**src/rtl/jk_seq_pkg.sv**
```systemverilog
// Shared op-codes, FSM encoding and the JK next-state rule for the
// JK bank sequencer.
package jk_seq_pkg;

    localparam logic [2:0] OP_HOLD       = 3'd0;
    localparam logic [2:0] OP_CLEAR      = 3'd1;
    localparam logic [2:0] OP_SET        = 3'd2;
    localparam logic [2:0] OP_TOGGLE     = 3'd3;
    localparam logic [2:0] OP_LOAD       = 3'd4;
    localparam logic [2:0] OP_COUNT_UP   = 3'd5;
    localparam logic [2:0] OP_COUNT_DOWN = 3'd6;
    localparam logic [2:0] OP_RSVD       = 3'd7;

    typedef enum logic [1:0] {
        ST_IDLE = 2'd0,
        ST_RUN  = 2'd1,
        ST_DONE = 2'd2
    } state_e;

    function automatic logic jk_next(input logic q, input logic j, input logic k);
        logic nxt;
        case ({j, k})
            2'b00:   nxt = q;
            2'b01:   nxt = 1'b0;
            2'b10:   nxt = 1'b1;
            2'b11:   nxt = ~q;
            default: nxt = q;
        endcase
        return nxt;
    endfunction

endpackage

```
**src/rtl/jk_cell.sv**
```systemverilog
// Single JK flip-flop with synchronous active-high reset.
module jk_cell
    import jk_seq_pkg::*;
(
    input  logic Clk,
    input  logic rst,
    input  logic J,
    input  logic K,
    output logic Q
);

    logic q_r;

    // JK state register
    always_ff @(posedge Clk) begin
        if (rst) begin
            q_r <= 1'b0;
        end else begin
            q_r <= jk_next(q_r, J, K);
        end
    end

    assign Q = q_r;

endmodule

```
**src/rtl/jk_bank_seq_ctrl.sv**
```systemverilog
// Command-driven sequencer that drives J/K of a bank of WIDTH JK cells for a
// programmed number of edges, with valid/ready intake and busy/done status.
module jk_bank_seq_ctrl
    import jk_seq_pkg::*;
#(
    parameter int WIDTH = 4,
    parameter int CNT_W = 8
) (
    input  logic             Clk,
    input  logic             rst,
    input  logic             cmd_valid,
    output logic             cmd_ready,
    input  logic [2:0]       cmd_op,
    input  logic [WIDTH-1:0] cmd_data,
    input  logic [CNT_W-1:0] cmd_len,
    output logic [WIDTH-1:0] Q,
    output logic             busy,
    output logic             done
);

    localparam logic [WIDTH-1:0] ZERO_W = {WIDTH{1'b0}};
    localparam logic [WIDTH-1:0] ONE_W  = {{(WIDTH-1){1'b0}}, 1'b1};
    localparam logic [CNT_W-1:0] ZERO_C = {CNT_W{1'b0}};
    localparam logic [CNT_W-1:0] ONE_C  = {{(CNT_W-1){1'b0}}, 1'b1};

    state_e           state_r;
    logic [2:0]       op_r;
    logic [WIDTH-1:0] data_r;
    logic [CNT_W-1:0] remaining_r;
    logic             ready_r;
    logic             busy_r;
    logic             done_r;

    logic [WIDTH-1:0] q_s;
    logic [WIDTH-1:0] j_s;
    logic [WIDTH-1:0] k_s;
    logic [WIDTH-1:0] carry_up_s;
    logic [WIDTH-1:0] carry_dn_s;
    logic [WIDTH-1:0] mask_s;

    // Counter carry terms: bit i toggles when all lower bits are 1 (up) or 0 (down)
    always_comb begin
        carry_up_s = ZERO_W;
        carry_dn_s = ZERO_W;
        mask_s     = ZERO_W;
        for (int i = 0; i < WIDTH; i++) begin
            mask_s        = (ONE_W << i) - ONE_W;
            carry_up_s[i] = ((q_s & mask_s) == mask_s);
            carry_dn_s[i] = ((~q_s & mask_s) == mask_s);
        end
    end

    // Per-bit J/K from the latched op; cells hold outside RUN
    always_comb begin
        j_s = ZERO_W;
        k_s = ZERO_W;
        if (state_r == ST_RUN) begin
            case (op_r)
                OP_HOLD:       begin j_s = ZERO_W;     k_s = ZERO_W;     end
                OP_CLEAR:      begin j_s = ZERO_W;     k_s = data_r;     end
                OP_SET:        begin j_s = data_r;     k_s = ZERO_W;     end
                OP_TOGGLE:     begin j_s = data_r;     k_s = data_r;     end
                OP_LOAD:       begin j_s = data_r;     k_s = ~data_r;    end
                OP_COUNT_UP:   begin j_s = carry_up_s; k_s = carry_up_s; end
                OP_COUNT_DOWN: begin j_s = carry_dn_s; k_s = carry_dn_s; end
                default:       begin j_s = ZERO_W;     k_s = ZERO_W;     end
            endcase
        end else begin
            j_s = ZERO_W;
            k_s = ZERO_W;
        end
    end

    // Sequencing FSM with registered status outputs
    always_ff @(posedge Clk) begin
        if (rst) begin
            state_r     <= ST_IDLE;
            op_r        <= OP_HOLD;
            data_r      <= ZERO_W;
            remaining_r <= ZERO_C;
            ready_r     <= 1'b1;
            busy_r      <= 1'b0;
            done_r      <= 1'b0;
        end else begin
            case (state_r)
                ST_IDLE: begin
                    done_r <= 1'b0;
                    if (cmd_valid) begin
                        op_r        <= cmd_op;
                        data_r      <= cmd_data;
                        remaining_r <= (cmd_len == ZERO_C) ? ONE_C : cmd_len;
                        state_r     <= ST_RUN;
                        ready_r     <= 1'b0;
                        busy_r      <= 1'b1;
                    end else begin
                        ready_r <= 1'b1;
                        busy_r  <= 1'b0;
                    end
                end
                ST_RUN: begin
                    remaining_r <= remaining_r - ONE_C;
                    if (remaining_r == ONE_C) begin
                        state_r <= ST_DONE;
                        busy_r  <= 1'b0;
                        done_r  <= 1'b1;
                    end else begin
                        busy_r  <= 1'b1;
                        done_r  <= 1'b0;
                    end
                end
                ST_DONE: begin
                    state_r <= ST_IDLE;
                    ready_r <= 1'b1;
                    busy_r  <= 1'b0;
                    done_r  <= 1'b0;
                end
                default: begin
                    state_r <= ST_IDLE;
                    ready_r <= 1'b1;
                    busy_r  <= 1'b0;
                    done_r  <= 1'b0;
                end
            endcase
        end
    end

    genvar gi;
    generate
        for (gi = 0; gi < WIDTH; gi++) begin : g_cell
            jk_cell u_cell (
                .Clk (Clk),
                .rst (rst),
                .J   (j_s[gi]),
                .K   (k_s[gi]),
                .Q   (q_s[gi])
            );
        end
    endgenerate

    // Ready is masked during reset so nothing is offered while the bank clears
    assign cmd_ready = ready_r & ~rst;
    assign busy      = busy_r;
    assign done      = done_r;
    assign Q         = q_s;

endmodule

```
**config.mk**
```make
export PLATFORM = sky130hd
export DESIGN_NAME = jk_bank_seq_ctrl
export DESIGN_NICKNAME = d
export VERILOG_FILES = /design/src/rtl/jk_seq_pkg.sv /design/src/rtl/jk_cell.sv /design/src/rtl/jk_bank_seq_ctrl.sv
export SDC_FILE = /design/constraint.sdc
export NUM_CORES = 1
export LEC_CHECK = 0
export CAP_MARGIN = 40
export CORE_ASPECT_RATIO = 0.6
export CORE_MARGIN = 8
export CORE_UTILIZATION = 44
export CTS_CLUSTER_DIAMETER = 50
export CTS_CLUSTER_SIZE = 24
export DETAILED_ROUTE_END_ITERATION = 10
export DONT_BUFFER_PORTS = 1
export HOLD_SLACK_MARGIN = 0.03
export PLACE_DENSITY_LB_ADDON = 0.3
export SYNTH_ARGS = -nofsm -noshare
export SYNTH_HDL_FRONTEND = slang
export SYNTH_SLANG_ARGS = --single-unit
```
**constraint.sdc**
```tcl
create_clock -name Clk -period 1.93 [get_ports Clk]
set_input_delay 0.386 -clock Clk [delete_from_list [all_inputs] [get_ports Clk]]
set_output_delay 0.386 -clock Clk [all_outputs]
set_load 0.02 [all_outputs]
```
Yosys cells after proc, flatten, opt, wreduce, memory -nomap -nowiden
Cells that the tools add are included.

word-level totals
  register bits = 24
  bits in latches = 0
  bits in writable memories = 0
  ROM bits = 0
  input port bits = 18
  output and inout bits = 7
  memories kept = 0

operators by class
  add/sub/neg operators = 1
  multiply operators = 0
  divide/modulo/power cells = 0
  $lt $le $gt $ge = 0
  eq/ne operators = 26
  shifts and indexed selects = 0
  muxes and demuxes = 20
  bitwise operators = 9
  reduce and logical (&&, ||, !) cells = 13

operator list
  cell                                                                 number
  2-bit == test (second input constant)                                10
  8-bit 2-to-1 mux                                                     2
  4-bit one-hot mux with 4 select lines                                1
  8-bit one-hot mux with 2 select lines                                1
  3-bit == test (second input constant)                                5
  1-bit one-hot mux with 3 select lines                                4
  4-bit one-hot mux with 3 select lines                                1
  2-bit by 1-bit == test with 1-bit output (second input constant)     5
  2-bit logical NOT                                                    5
  8-bit by 1-bit == test with 1-bit output (second input constant)     1
  8-bit logical NOT                                                    1
  4-bit 2-to-1 mux                                                     2
  8-bit by 1-bit subtractor with 8-bit output (second input constant)  1
  3-bit by 2-bit == test with 1-bit output (second input constant)     2
  1-bit NOT                                                            6
  2-bit AND reduction                                                  3
  1-bit 2-to-1 mux                                                     4
  2-bit 2-to-1 mux                                                     2
  4-bit NOT                                                            1
  1-bit one-hot mux with 2 select lines                                2
  2-bit one-hot mux with 2 select lines                                1
  2-bit OR reduction                                                   2
  3-bit by 1-bit == test with 1-bit output (second input constant)     1
  3-bit NOT                                                            1
  5 further kinds                                                      5

Depth between registers and ports, before layout
  word-level depth = 6
  depth in mapped cells = 6

Cells and area by module
From an unflattened synthesis, not the netlist that was laid out.

second synthesis, totals
  cell total of the unflattened synthesis = 171
  area, all modules = 1297.5 sq um

modules (own cells, without submodules)
  module            instances  cells an instance  area each (sq um)  seq. area each (sq um)
  jk_bank_seq_ctrl  1          159                1172.4             400.4
  jk_cell           4          3                  31.3               20.0

Worst setup path before layout
Ideal clock, no wire load.

  path type = register -> register
  start = register remaining_r[3]
  end = register busy_r (netlist: busy)
  arrival time = 1421 ps
  setup slack = 381 ps
  cell stages (with the launch flop) = 5
  path buffers = 0
  cell sequence = dfxtp_1 > or3_4 > or4_4 > a21oi_2 > nor2_1

on the way
  cells in the longest elaborated chain, start to end = 3

ends and longest elaborated chain
  item                                      line                     text
  start: declaration                        jk_bank_seq_ctrl.sv:29   logic [CNT_W-1:0] remaining_r;
  start signal: assignment                  jk_bank_seq_ctrl.sv:91   remaining_r <= (cmd_len == ZERO_C) ? ONE_C : cmd_len;
  start signal: assignment                  jk_bank_seq_ctrl.sv:101  remaining_r <= remaining_r - ONE_C;
  8-bit by 1-bit == test with 1-bit output  jk_bank_seq_ctrl.sv:102  if (remaining_r == ONE_C) begin
  1-bit 2-to-1 mux                          jk_bank_seq_ctrl.sv:102
  1-bit one-hot mux with 2 select lines     jk_bank_seq_ctrl.sv:85   case (state_r)
  end signal: assignment                    jk_bank_seq_ctrl.sv:82   busy_r <= 1'b0;
  end signal: assignment                    jk_bank_seq_ctrl.sv:104  busy_r <= 1'b0;
  end signal: assignment                    jk_bank_seq_ctrl.sv:107  busy_r <= 1'b1;
  end: declaration                          jk_bank_seq_ctrl.sv:31   logic busy_r;

Every way passes these cells.
A chain may end at the register's enable or synchronous reset.

Worst setup path after layout
  start = register op_r[1]
  end = register g_cell[2].u_cell.q_r

on the way
  cells in the longest elaborated chain, start to end = 6
  elaborated cells between the ends (all ways) = 17

ends and longest elaborated chain
  item                                                                                                   line                    text
  start: declaration                                                                                     jk_bank_seq_ctrl.sv:27  logic [2:0] op_r;
  start signal: assignment                                                                               jk_bank_seq_ctrl.sv:89  op_r <= cmd_op;
  3-bit == test, or another cell as far along                                                            jk_bank_seq_ctrl.sv:58  case (op_r)
  3-bit OR reduction (no line) / 2-bit OR reduction (equally long branches)                              --
  4-bit one-hot mux with 3 select lines / 4-bit one-hot mux with 4 select lines (equally long branches)  jk_bank_seq_ctrl.sv:58
  4-bit 2-to-1 mux                                                                                       jk_bank_seq_ctrl.sv:57  if (state_r == ST_RUN) begin
  2-bit == test / 2-bit by 1-bit == test with 1-bit output (equally long branches)                       jk_seq_pkg.sv:22        case ({j, k})
  1-bit one-hot mux with 3 select lines                                                                  jk_seq_pkg.sv:22
  end signal: assignment                                                                                 jk_cell.sv:19           q_r <= jk_next(q_r, J, K);
  end: declaration                                                                                       jk_cell.sv:12           logic q_r;

Parallel ways exist; a longest one is shown, timed or not.

==> run_results.csv <==
group,metric,value,unit
sta,drv_slew,0,
setup_path,critPathMaxFanout,14,
cells_and_area,fin_cells,206,
cts,cts_resized,0,
sta,setup_violations,0,
setup_path,r2r_start,"op_r[1]$_SDFFE_PP0P_",
worst_hold_path,hold_path.startpoint,"rst",
synth,yosysWarnings,0,
synth,ys_seq_area_frac,0.3602,
setup_path,timing.reg2reg.worst_path_depth,4,
drt,drt_pass1_iterations,4,
synth,synth.distinct_cells,43,
sta,post-route-period-util,0.9020,
synth,syn_area_per_cell,7.939,µm²
setup_path,crit_type,"flip-flop to flip-flop",
floorplanning,die-width,87.08,µm
drt,drtIter0Drc,147,
cts,hold_buffers,0,
global_route,grt_overflow_total,0,
cts,cts.reportedPaths.clkPinSlew,0.09,ns
sta,slew_headroom,0.5860,
floorplanning,die_area,0.005107,mm²
cts,cts_buffers,3,
sta,min_period,1.741,ns
run,maxCapViolations,0,
cts,clkSinkCount,24,
drt,wl_per_cell,15.90,µm
cts,clk_latency,0.27,ns
cts,htreeDepth,1,
cts,post_cts.repair.setup_buffers,0,
placed_design,hpwl,2496,µm
synth,syn_inst,168,
cells_and_area,area_delta_synth_final,7.223,%
cells_and_area,layout-drive-gt1-share,0.1098,
cells_and_area,antenna_cells,0,
sta,rsz0062_at_grt,"no",
sta,hold_viol,0,
pwr,p_leak,0.4860,nW
sta,finClkSkew,0.003573,ns
synth,syn_nets,188,
synth,ys.flop_type,"dfxtp_1",
setup_path,crit_path_end_kind,"flip-flop",
floorplanning,die_y,58.65,µm
global_route,antenna_found_initial,0,
setup_path,cp-start-kind,"flip-flop",
drt,routed_wl,3275,µm
setup_path,worst_ep_arrival_time,1.89,ns
global_route,grt_max_degree,27,
sta,setup-tns-final,0,ns
worst_hold_path,holdPathEnd,"remaining_r[0]$_SDFFE_PP0P_",
placed_design,place_inst,202,
drt,drc,0,
floorplanning,core_area,0.002872,mm²
cts,clockBufferDepth,2,
pwr,power_density,862.0,mW/mm²
sta,max_freq,0.5744,GHz
floorplanning,start_util,0.4645,
setup_path,critPathRequiredTime,2.08,ns
floorplanning,num_rows,15,
floorplanning,io_pins,25,
synth,synth_seq_cells,24,
run_status,outcome,"completed",
drt,ant_nets,0,
cells_and_area,nNetsFinal,185,
cts,cts_tree,"done",
cts,cts_root_buf,"clkbuf_8",
worst_hold_path,hold_depth,1,
setup_path,r2r_end,"g_cell[2].u_cell.Q$_SDFFE_PP0P_",
global_route,grt_pass1_wl,5168,µm
sta,hold_slack,0.1713,ns
synth,synth-edff-count,0,
pwr,ir_drop,457.4,µV
drt,viasPerCell,5.859,
drt,vias,1207,
worst_hold_path,min_path_type,"input port to flip-flop",
sta,worst_pin_slew,0.6183,ns
synth,synth_top_area_cell,"dfxtp_1",
global_route,grt_pass1_vias,1049,
synth,synthTopCellsByArea,"dfxtp_1 36%, nand2_1 7.6%, a21oi_1 5.3%",
setup_path,r2r_setup_slack,0.19,ns
placed_design,numPortBuffers,0,
synth,ys_async_sr_fraction,0,
global_route,grtUsageTotal,0.1306,
placed_design,gp_congestion,0.9072,
synth,synth_area,0.001334,mm²
synth,yosys.area.top_type_share,0.3602,
## critical path: stages (launching register included)
cell and delay, ns:
dfxtp_1 0.59, or4b_1 0.52, o31a_1 0.13, o311ai_0 0.27
a21oi_1 0.11
## how the worst max path moves through the flow
| stage | startpoint | endpoint | cells after the start | slack [ns] |
|---|---|---|---|---|
| 2_1_floorplan | remaining_r[3]$_SDFFE_PP0P_ | busy$_SDFF_PP0_ | 4 | 0.38 |
| 3_3_place_gp | remaining_r[3]$_SDFFE_PP0P_ | busy$_SDFF_PP0_ | 4 | 0.29 |
| 5_1_grt | op_r[1]$_SDFFE_PP0P_ | g_cell[1].u_cell.Q$_SDFFE_PP0P_ | 4 | 0.06 |
| 3_5_place_dp | remaining_r[3]$_SDFFE_PP0P_ | busy$_SDFF_PP0_ | 4 | 0.25 |
| 4_1_cts | op_r[1]$_SDFFE_PP0P_ | g_cell[2].u_cell.Q$_SDFFE_PP0P_ | 4 | 0.24 |
| 6_report | op_r[1]$_SDFFE_PP0P_ | g_cell[2].u_cell.Q$_SDFFE_PP0P_ | 4 | 0.19 |
## cells in the mapped netlist, types with 3 or more instances
cell type and instances:
a21oi_1 14, a31oi_1 6, buf_2 4, buf_4 5, clkbuf_1 6, dfxtp_1 24
inv_1 4, nand2_1 27, nand2b_1 7, nor2_1 12, nor2b_1 4, nor3_1 6
o211ai_1 4, o21ai_0 5, o311ai_0 3
## metrics by stage
step           setup slack [ns]  cell area (µm²)  utilization  power, mW
2_1_floorplan            0.3812             1334            -     0.7491
3_3_place_gp             0.2902             1359       0.4732     0.7844
3_5_place_dp             0.2523             1359       0.4732     0.7936
4_1_cts                  0.2438             1430       0.4980      1.238
5_1_grt                 0.05629             1430       0.4980      1.294
6_report                 0.1891             1430       0.4980      1.233
## power breakdown
| part | total [mW] | internal [mW] | switching, mW |
|---|---|---|---|
| clock network | 0.448 | 0.277 | 0.171 |
| registers | 0.583 | 0.533 | 0.0493 |
| logic | 0.202 | 0.0887 | 0.113 |
## layout by cell type (no fill, tap or decap), types with 2 or more instances in the layout
cell type,instances
nand2_1,27
dfxtp_1,24
a21oi_1,14
nor2_1,12
nand2b_1,7
buf_4,7
a31oi_1,6
nor3_1,6
o21ai_0,5
inv_1,4
nor2b_1,4
o211ai_1,4
o311ai_0,3
clkbuf_8,3
or4_1,2
nor3b_1,2
a21boi_0,2
o31a_1,2
nand3b_1,2
o22ai_1,2
o2111ai_1,2
or3_2,2
ha_1,2
## sequential cells by signal (all words and copies together) (netlist names)
register,flops
done,1
remaining_r,8
g_cell.u_cell.Q,4
op_r,3
busy,1
state_r,2
ready_r,1
data_r,4
## final cells by class
class,instances,area (µm²)
fill,274,1441
multi-input combinational,125,758.2
sequential,24,480.5
timing repair buffer,7,52.55
tap,42,52.55
clock buffer,3,41.29
clock inverter,1,30.03
inverter,4,15.01
## cell families (layout without fill, tap and decap cells)
group	Yosys count	after routing	share of synthesized area
compound gates	51	51	0.2655
fa+ha+maj	2	2	0.01876
buf+inv	19	15	0.07129
flops	24	24	0.3602
simple gates	72	72	0.2842
## per-layer routing
layer / vias up / global-route usage / routed length (µm)
met1: 565 / 0.1842 / 1664
met2: 41 / 0.1665 / 1287
met5: - / 0 / 0
met3: 2 / 0.06519 / 314
met4: 0 / 0.03163 / 10
li1: 599 / - / -
No activity file was read; power rests on OpenSTA's default activity.
